`src/rtl/muldiv_unit.sv`:
```
// rtl/muldiv_unit.sv - multi-cycle RV32M/RV64M multiply/divide unit with start/done handshake
// Pipelined multiplier, restoring divider (DIV_BITS per edge), divide-by-zero/overflow fast path, kill.
module muldiv_unit #(
  parameter int XLEN        = 32,
  parameter int MUL_LATENCY = 2,
  parameter int DIV_BITS    = 1
) (
  input  logic            clk,
  input  logic            rst_n,
  input  logic            start,
  input  logic [2:0]      op,
  input  logic [XLEN-1:0] rs1_val,
  input  logic [XLEN-1:0] rs2_val,
  input  logic            kill,
  output logic            busy,
  output logic            done,
  output logic [XLEN-1:0] result
);

  localparam int NITER = XLEN / DIV_BITS;
  localparam int CMAX  = (NITER > MUL_LATENCY) ? NITER : MUL_LATENCY;
  localparam int CW    = $clog2(CMAX + 1);
  localparam logic [XLEN-1:0] XMIN = {1'b1, {(XLEN-1){1'b0}}};

  if (!(XLEN == 32 || XLEN == 64) || MUL_LATENCY < 1 ||
      !(DIV_BITS == 1 || DIV_BITS == 2) || (XLEN % DIV_BITS) != 0) begin : g_bad_param
    $error("muldiv_unit: illegal parameter combination");
  end

  typedef enum logic [2:0] {S_IDLE, S_MUL, S_DIV, S_FIX, S_FIN} state_e;

  state_e            state_q, state_d;
  logic [CW-1:0]     cnt_q, cnt_d;
  logic [1:0]        op_q, op_d;
  logic [2*XLEN-1:0] mul_a_q, mul_a_d, mul_b_q, mul_b_d;
  logic [XLEN-1:0]   rem_q, rem_d, quo_q, quo_d, dsr_q, dsr_d;
  logic              neg_quo_q, neg_quo_d, neg_rem_q, neg_rem_d;
  logic [XLEN-1:0]   result_q, result_d;

  logic [2*XLEN-1:0] prod, prod_out;
  logic              accept, rs1_neg, rs2_neg, a_sgn, b_sgn, in_div0, in_ovf;
  logic [XLEN-1:0]   abs1, abs2, div_rem_n, div_quo_n, quo_fix, rem_fix;
  logic [XLEN:0]     div_sh, div_diff;

  assign busy   = (state_q == S_MUL) || (state_q == S_DIV) || (state_q == S_FIX);
  assign done   = (state_q == S_FIN);
  assign result = result_q;
  assign accept = start && !busy && !kill;

  assign rs1_neg = ~op[0] & rs1_val[XLEN-1];
  assign rs2_neg = ~op[0] & rs2_val[XLEN-1];
  assign abs1    = rs1_neg ? -rs1_val : rs1_val;
  assign abs2    = rs2_neg ? -rs2_val : rs2_val;
  assign in_div0 = (rs2_val == '0);
  assign in_ovf  = ~op[0] && (rs1_val == XMIN) && (rs2_val == '1);
  assign a_sgn   = (op[1:0] == 2'b01) || (op[1:0] == 2'b10);
  assign b_sgn   = (op[1:0] == 2'b01);

  assign prod    = mul_a_q * mul_b_q;
  assign quo_fix = neg_quo_q ? -quo_q : quo_q;
  assign rem_fix = neg_rem_q ? -rem_q : rem_q;

  // Product leaves the operand register and passes MUL_LATENCY-1 stages before the result edge.
  if (MUL_LATENCY == 1) begin : g_pipe0
    assign prod_out = prod;
  end else begin : g_pipe
    localparam int PD = MUL_LATENCY - 1;
    logic [2*XLEN-1:0] pipe_q [PD];
    logic [2*XLEN-1:0] pipe_d [PD];
    always_comb begin
      pipe_d[0] = prod;
      for (int i = 1; i < PD; i++) pipe_d[i] = pipe_q[i-1];
    end
    always_ff @(posedge clk or negedge rst_n) begin
      if (!rst_n) begin
        for (int i = 0; i < PD; i++) pipe_q[i] <= '0;
      end else begin
        for (int i = 0; i < PD; i++) pipe_q[i] <= pipe_d[i];
      end
    end
    assign prod_out = pipe_q[PD-1];
  end

  // Restoring division on magnitudes: DIV_BITS quotient bits per edge.
  always_comb begin
    div_rem_n = rem_q;
    div_quo_n = quo_q;
    div_sh    = '0;
    div_diff  = '0;
    for (int i = 0; i < DIV_BITS; i++) begin
      div_sh   = {div_rem_n, div_quo_n[XLEN-1]};
      div_diff = div_sh - {1'b0, dsr_q};
      if (!div_diff[XLEN]) begin
        div_rem_n = div_diff[XLEN-1:0];
        div_quo_n = {div_quo_n[XLEN-2:0], 1'b1};
      end else begin
        div_rem_n = div_sh[XLEN-1:0];
        div_quo_n = {div_quo_n[XLEN-2:0], 1'b0};
      end
    end
  end

  always_comb begin
    state_d   = state_q;
    cnt_d     = cnt_q;
    op_d      = op_q;
    mul_a_d   = mul_a_q;
    mul_b_d   = mul_b_q;
    rem_d     = rem_q;
    quo_d     = quo_q;
    dsr_d     = dsr_q;
    neg_quo_d = neg_quo_q;
    neg_rem_d = neg_rem_q;
    result_d  = result_q;
    case (state_q)
      S_IDLE, S_FIN: begin
        state_d = S_IDLE;
        if (accept) begin
          op_d  = op[1:0];
          cnt_d = '0;
          if (!op[2]) begin
            mul_a_d = {{XLEN{a_sgn & rs1_val[XLEN-1]}}, rs1_val};
            mul_b_d = {{XLEN{b_sgn & rs2_val[XLEN-1]}}, rs2_val};
            state_d = S_MUL;
          end else if (in_div0 || in_ovf) begin
            // Fast path preloads final values so FIX forms the result unchanged.
            quo_d     = in_div0 ? '1 : XMIN;
            rem_d     = in_div0 ? rs1_val : '0;
            neg_quo_d = 1'b0;
            neg_rem_d = 1'b0;
            state_d   = S_FIX;
          end else begin
            rem_d     = '0;
            quo_d     = abs1;
            dsr_d     = abs2;
            neg_quo_d = rs1_neg ^ rs2_neg;
            neg_rem_d = rs1_neg;
            state_d   = S_DIV;
          end
        end
      end
      S_MUL: begin
        if (cnt_q == CW'(MUL_LATENCY - 1)) begin
          state_d  = S_FIN;
          result_d = (op_q == 2'b00) ? prod_out[XLEN-1:0] : prod_out[2*XLEN-1:XLEN];
        end else begin
          cnt_d = cnt_q + CW'(1);
        end
      end
      S_DIV: begin
        rem_d = div_rem_n;
        quo_d = div_quo_n;
        if (cnt_q == CW'(NITER - 1)) state_d = S_FIX;
        else cnt_d = cnt_q + CW'(1);
      end
      S_FIX: begin
        state_d  = S_FIN;
        result_d = op_q[1] ? rem_fix : quo_fix;
      end
      default: state_d = S_IDLE;
    endcase
    if (kill) begin
      state_d  = S_IDLE;
      result_d = result_q;
    end
  end

  always_ff @(posedge clk or negedge rst_n) begin
    if (!rst_n) begin
      state_q   <= S_IDLE;
      cnt_q     <= '0;
      op_q      <= '0;
      mul_a_q   <= '0;
      mul_b_q   <= '0;
      rem_q     <= '0;
      quo_q     <= '0;
      dsr_q     <= '0;
      neg_quo_q <= 1'b0;
      neg_rem_q <= 1'b0;
      result_q  <= '0;
    end else begin
      state_q   <= state_d;
      cnt_q     <= cnt_d;
      op_q      <= op_d;
      mul_a_q   <= mul_a_d;
      mul_b_q   <= mul_b_d;
      rem_q     <= rem_d;
      quo_q     <= quo_d;
      dsr_q     <= dsr_d;
      neg_quo_q <= neg_quo_d;
      neg_rem_q <= neg_rem_d;
      result_q  <= result_d;
    end
  end

endmodule

```
`config.mk`:
```
export PLATFORM = sky130hd
export DESIGN_NAME = muldiv_unit
export DESIGN_NICKNAME = d
export VERILOG_FILES = /design/src/rtl/muldiv_unit.sv
export SDC_FILE = /design/constraint.sdc
export NUM_CORES = 2
export LEC_CHECK = 0
export ABC_CLOCK_PERIOD_IN_PS = 7400
export BUFFER_PORTS_ARGS = -buffer_cell sky130_fd_sc_hd__buf_2
export CAP_MARGIN = 10
export CORE_MARGIN = 2
export CORE_UTILIZATION = 60
export DETAILED_ROUTE_END_ITERATION = 12
export GPL_TIMING_DRIVEN = 1
export PLACE_DENSITY = 0.76
export SYNTH_ARGS = -nofsm -noshare
export SYNTH_HDL_FRONTEND = slang
export SYNTH_SLANG_ARGS = --single-unit
```
`constraint.sdc`:
```
create_clock -name clk -period 7.4 [get_ports clk]
set_clock_uncertainty 0.05 [all_clocks]
set_input_delay 0.37 -clock clk [delete_from_list [all_inputs] [get_ports clk]]
set_output_delay 0.37 -clock clk [all_outputs]
set_load 0.02 [all_outputs]
```
== After elaboration in Yosys (flattened, before gate mapping) ==
Cells that the tools add are included.

* Register bits: 271
* Bits in latches: 0
* Bits in writable memories: 0
* ROM bits: 0
* Input bits: 71
* Output and inout bits: 34
* Logic and storage cells: 103
* Memories kept: 0

* Add/sub/neg operators: 6
* $mul: 1
* Divide/modulo/power cells: 0
* $lt $le $gt $ge: 0
* Equal/unequal tests: 17
* Shift operators: 0
* Muxes and demuxes: 33
* Bitwise logic cells: 9
* Reduce and logical (&&, ||, !) cells: 25

{| class="wikitable"
|+ Operator list
! kind !! number
|-
| $mux W32 || 15
|-
| $pmux W32 S2 || 3
|-
| $neg A32 Y32 || 4
|-
| $eq A32 B32 Y1 const B || 2
|-
| $mul A33 B33 Y64 || 1
|-
| $sub A33 B32 Y33 || 1
|-
| $logic_not A32 Y1 || 1
|-
| $mux W31 || 1
|-
| $mux W6 || 3
|-
| $pmux W6 S3 || 1
|-
| $pmux W3 S4 || 1
|-
| $reduce_and A3 Y1 || 4
|-
| $mux W3 || 3
|-
| $ne A2 B2 Y1 const B || 4
|-
| $reduce_and A4 Y1 || 2
|-
| $add A6 B1 Y6 const B || 1
|-
| $eq A3 B2 Y1 const B || 2
|-
| $eq A6 B1 Y1 const B || 1
|-
| $eq A6 B5 Y1 const B || 1
|-
| $ne A3 B2 Y1 const B || 2
|-
| $and A1 B1 Y1 || 4
|-
| $logic_and A1 B1 Y1 || 4
|-
| $logic_or A1 B1 Y1 || 4
|-
| $mux W1 || 4
|-
| other kinds (15) || 22
|}

== Logic depth before layout (Yosys ltp) ==
* Word-level depth: 9
* Mapped depth: 29
* Mapped depth without buffers: 27

== Worst setup path before layout ==
OpenSTA, ideal clock, no wires.

* Path kind: reg2reg
* From: reg mul_a_q[32]
* To: reg g_pipe.pipe_q[60] (netlist name)
* Setup time: 0.131 ns
* Data arrival time: 7.781 ns
* Data required time: 7.219 ns
* Path slack: -0.562 ns
* Cell stages (with the launch flop): 26
* Buffers on the path: 2
* Clock period less this slack: 7.962 ns
* Path through: dfrtp_1 clkbuf_1 nand2_1 inv_1 fa_1 fa_1 fa_1 fa_1 fa_1 fa_1 fa_1 inv_1 fa_1 inv_1 ha_1 clkbuf_1 a21oi_1 o21ai_0 a2111oi_0 o31ai_1 a2111oi_0 a21oi_1 a311oi_1 or3b_2 o21ai_0 xor2_1

{| class="wikitable"
|+ RTL lines
! what !! RTL line !! text
|-
| start: declaration || 35 || <nowiki>logic [2*XLEN-1:0] mul_a_q, mul_a_d, mul_b_q, mul_b_d;</nowiki>
|-
| start signal: assignment || 185 || <nowiki>mul_a_q <= mul_a_d;</nowiki>
|-
| end: declaration || 68 || <nowiki>logic [2*XLEN-1:0] pipe_q [PD];</nowiki>
|}

==> results.yml <==
yosys:
  synth_nets: 7267
  yosys.area.top_type: "fa_1"
  synthCells: 5818
  netlist.area_leader.share_pct: 42.2
  synth_xor_area_share_pct: 3.64
  synth.area.top_cells: "fa_1, dfrtp_1, inv_1"
  async_reset_ff_share_pct: 100
  yosysSeqAreaShare_pct: 12.7
  post_synth_and_or_nand_nor_area_fraction_pct: 15.9
  synth-edff-count: 0
  synth-seq-cells: 271
  syn_avg_cell_area_um2: 9.19
  synth_top_family_by_area: "adder cells"
  synth_warnings: 0
  synth_fa_ha_area_share_pct: 48.1
  syn_area_um2: 53500
  synth_compound_area_share_pct: 8.12
  synthFlopType: "dfrtp_1"
  synth_cell_type_count: 73
  synthMuxAreaShare_pct: 1.58
outcome:
  violations: "negative setup slack"
  status: "finished, violations left"
worst_setup_path:
  slowest_stage: "fa_2"
  critical-path-top-delay-family: "adder cells"
  cp_slowest_stage_delay_ns: 0.64
  cp-start-kind: "flip-flop"
  rrSetupSlack_ns: -0.25
  critPathMaxFanout: 7
  cp.arrival_ns: 8.12
  crit_required_ns: 7.87
  crit-reg2reg-capture: "g_pipe.pipe_q[56]"
  critical_path_buf_inv_count: 6
  worst_setup_path_end_kind: "flip-flop"
  regToRegStartpoint: "mul_b_q[2]"
  worstSetupPathType: "flip-flop to flip-flop"
  cp_common_cell: "fa_1"
  worstRegToRegCells: 25
die:
  die_h_um: 302
  start_util_pct: 60.5
  die_area_um2: 91500
  io_pins: 105
  die_w_um: 302
  rows: 109
  core-area_um2: 88400
hold_path:
  min_to: "mul_b_q[17]"
  hold_class: "primary input to flip-flop"
  min_path_cells: 2
  hp-start: "rs2_val[17]"
global_route:
  grt_util_all_layers_pct: 37.1
  antenna_found_initial: 9
  grt_pass1_wl_um: 259000
  grt_pass1_vias: 46000
  overflow: 0
  grt_max_degree: 92
sta:
  finalCritPeriodShare_pct: 103
  finalHoldViolCount: 0
  worst_pin_slew_ns: 1.19
  slew_viol_final: 0
  rsz0062_at_grt: "yes"
  relSlewSlack_pct: 20.7
  period_minus_slack_ns: 7.65
  finalSetupViolCount: 13
  fin_ws_ns: -0.253
  fmaxAchievable_mhz: 131
placement:
  placedInstanceArea_um2: 58700
  gp_routability_congestion: 0.998
  dp_cells: 7204
  hpwl_um: 132000
  placement.io_buffers: 104
finish:
  drive_above_1_share_pct: 16.5
  stdcell_area_um2: 62000
  area_growth_pct: 15.9
  stdcell_count: 7357
  fin_util_pct: 70.1
  finish.net_count: 7618
routing:
  antenna_left: 0
  dr.pass1.iters: 6
  drtIter0Drc: 4105
  via_per_inst: 5.87
  wl_per_cell_um: 22.7
  vias: 43200
  routed_wl_um: 167000
  drc: 0
clock_network:
  cts_max_path_buffers: 3
  clkTransAtPathRegs_ns: 0.07
  cts_buffers: 30
  clock-sinks: 271
  htreeDepth: 1
  cts_tree: "done"
  clock-root-buffer: "clkbuf_16"
  clk_latency_ns: 0.61
run:
  cap_violations: 0
## cell families after synthesis
kind of cell / count (synthesis)
DFF: 271
adders and majority gates: 1378
AOI/OAI and AO/OA: 714
buffers and inverters: 1430
and+or+nand+nor: 1727
muxes: 76
xor gates and xnor gates: 222
## per-stage QoR
| stage | hold WS [ns] | setup WS (ns) | TNS [ns] |
|---|---|---|---|
| after global placement | 0.392 | -0.511 | -5.24 |
| after detailed placement | 0.393 | -0.605 | -6.84 |
| after CTS | 0.0178 | -0.0671 | -0.257 |
| after global routing | 0.0473 | -0.434 | -5.97 |
| after floorplan | 0.0244 | -0.0206 | -0.0411 |
| final | 0.0391 | -0.253 | -1.54 |
## per-layer routing
layer,share of wire [%],GRT usage (%),vias up,wire (um)
met1,38,49.6,21900,64000
li1,-,-,18400,-
met5,0.051,0,-,85
met3,11,9.34,547,18100
met4,5.5,15.5,12,9200
met2,45,58.3,2315,75700
## state kept, by name (all words and copies together) (netlist names)
register / flops
op_q: 2
state_q: 3
rem_q: 32
mul_b_q: 33
quo_q: 32
g_pipe.pipe_q: 64
neg_rem_q: 1
cnt_q: 6
neg_quo_q: 1
dsr_q: 32
mul_a_q: 33
result: 32
## synthesized netlist by cell type, drive strengths merged, types with 4 or more instances
library cell	n
a211o	4
o31ai	41
mux2i	11
inv	1112
o211ai	25
nand3b	5
nor3	32
nor3b	5
buf	14
o22ai	7
nand2b	23
ha	252
nor4	16
o41ai	13
nand2	761
or4	19
a211oi	29
o21ai	282
or2	4
a31oi	19
mux2	65
o21bai	14
and2	553
a32oi	6
and3	16
or3	12
o21a	20
nand3	67
o31a	5
clkbuf	303
a22oi	7
a21o	50
a21oi	162
dfrtp	271
nor2b	24
fa	1126
xor2	92
nor2	158
xnor2	130
nand4	24
## layout make-up
cell class              instances  area [um2]
clock buffers                  40         838
clock inverters                12         160
multi-input cells            4117       42500
diodes                          3        7.51
fillers                      6596       26400
repair buffers                636        6050
flip-flops and latches        271        6810
inverters                    1113        4190
well taps                    1165        1460
## worst max path at each step
stage                start                end  slack (ns)  cells after the start
6_report        mul_b_q[2]  g_pipe.pipe_q[56]       -0.25                     25
5_1_grt         mul_b_q[2]  g_pipe.pipe_q[60]       -0.43                     26
4_1_cts        mul_b_q[12]  g_pipe.pipe_q[56]       -0.07                     26
3_5_place_dp   mul_a_q[30]  g_pipe.pipe_q[60]       -0.61                     25
3_3_place_gp   mul_a_q[30]  g_pipe.pipe_q[60]       -0.51                     25
2_1_floorplan  mul_a_q[32]  g_pipe.pipe_q[60]       -0.02                     25
## cell usage in the layout (no fill, tap or decap), types with 133 or more instances in the layout
master      n
a21oi_1   133
and2_1    535
buf_4     390
dfrtp_1   251
fa_1     1078
ha_1      231
inv_1    1076
nand2_1   750
nor2_1    151
o21ai_0   251
## timing repair
action / 4_1_cts / 5_1_grt
setup buffers: 59 / 36
gates resized for setup: 182 / 147
endpoints found under the setup margin: 34 / 37
hold endpoints to repair: 90 / 0
gates cloned: 5 / 8
pin swaps: 131 / 107
hold buffers: 2 / 0
Power is left out: the tool's default activity adds up to more than one toggle a clock period on the data nets, which glitch-free logic cannot reach.
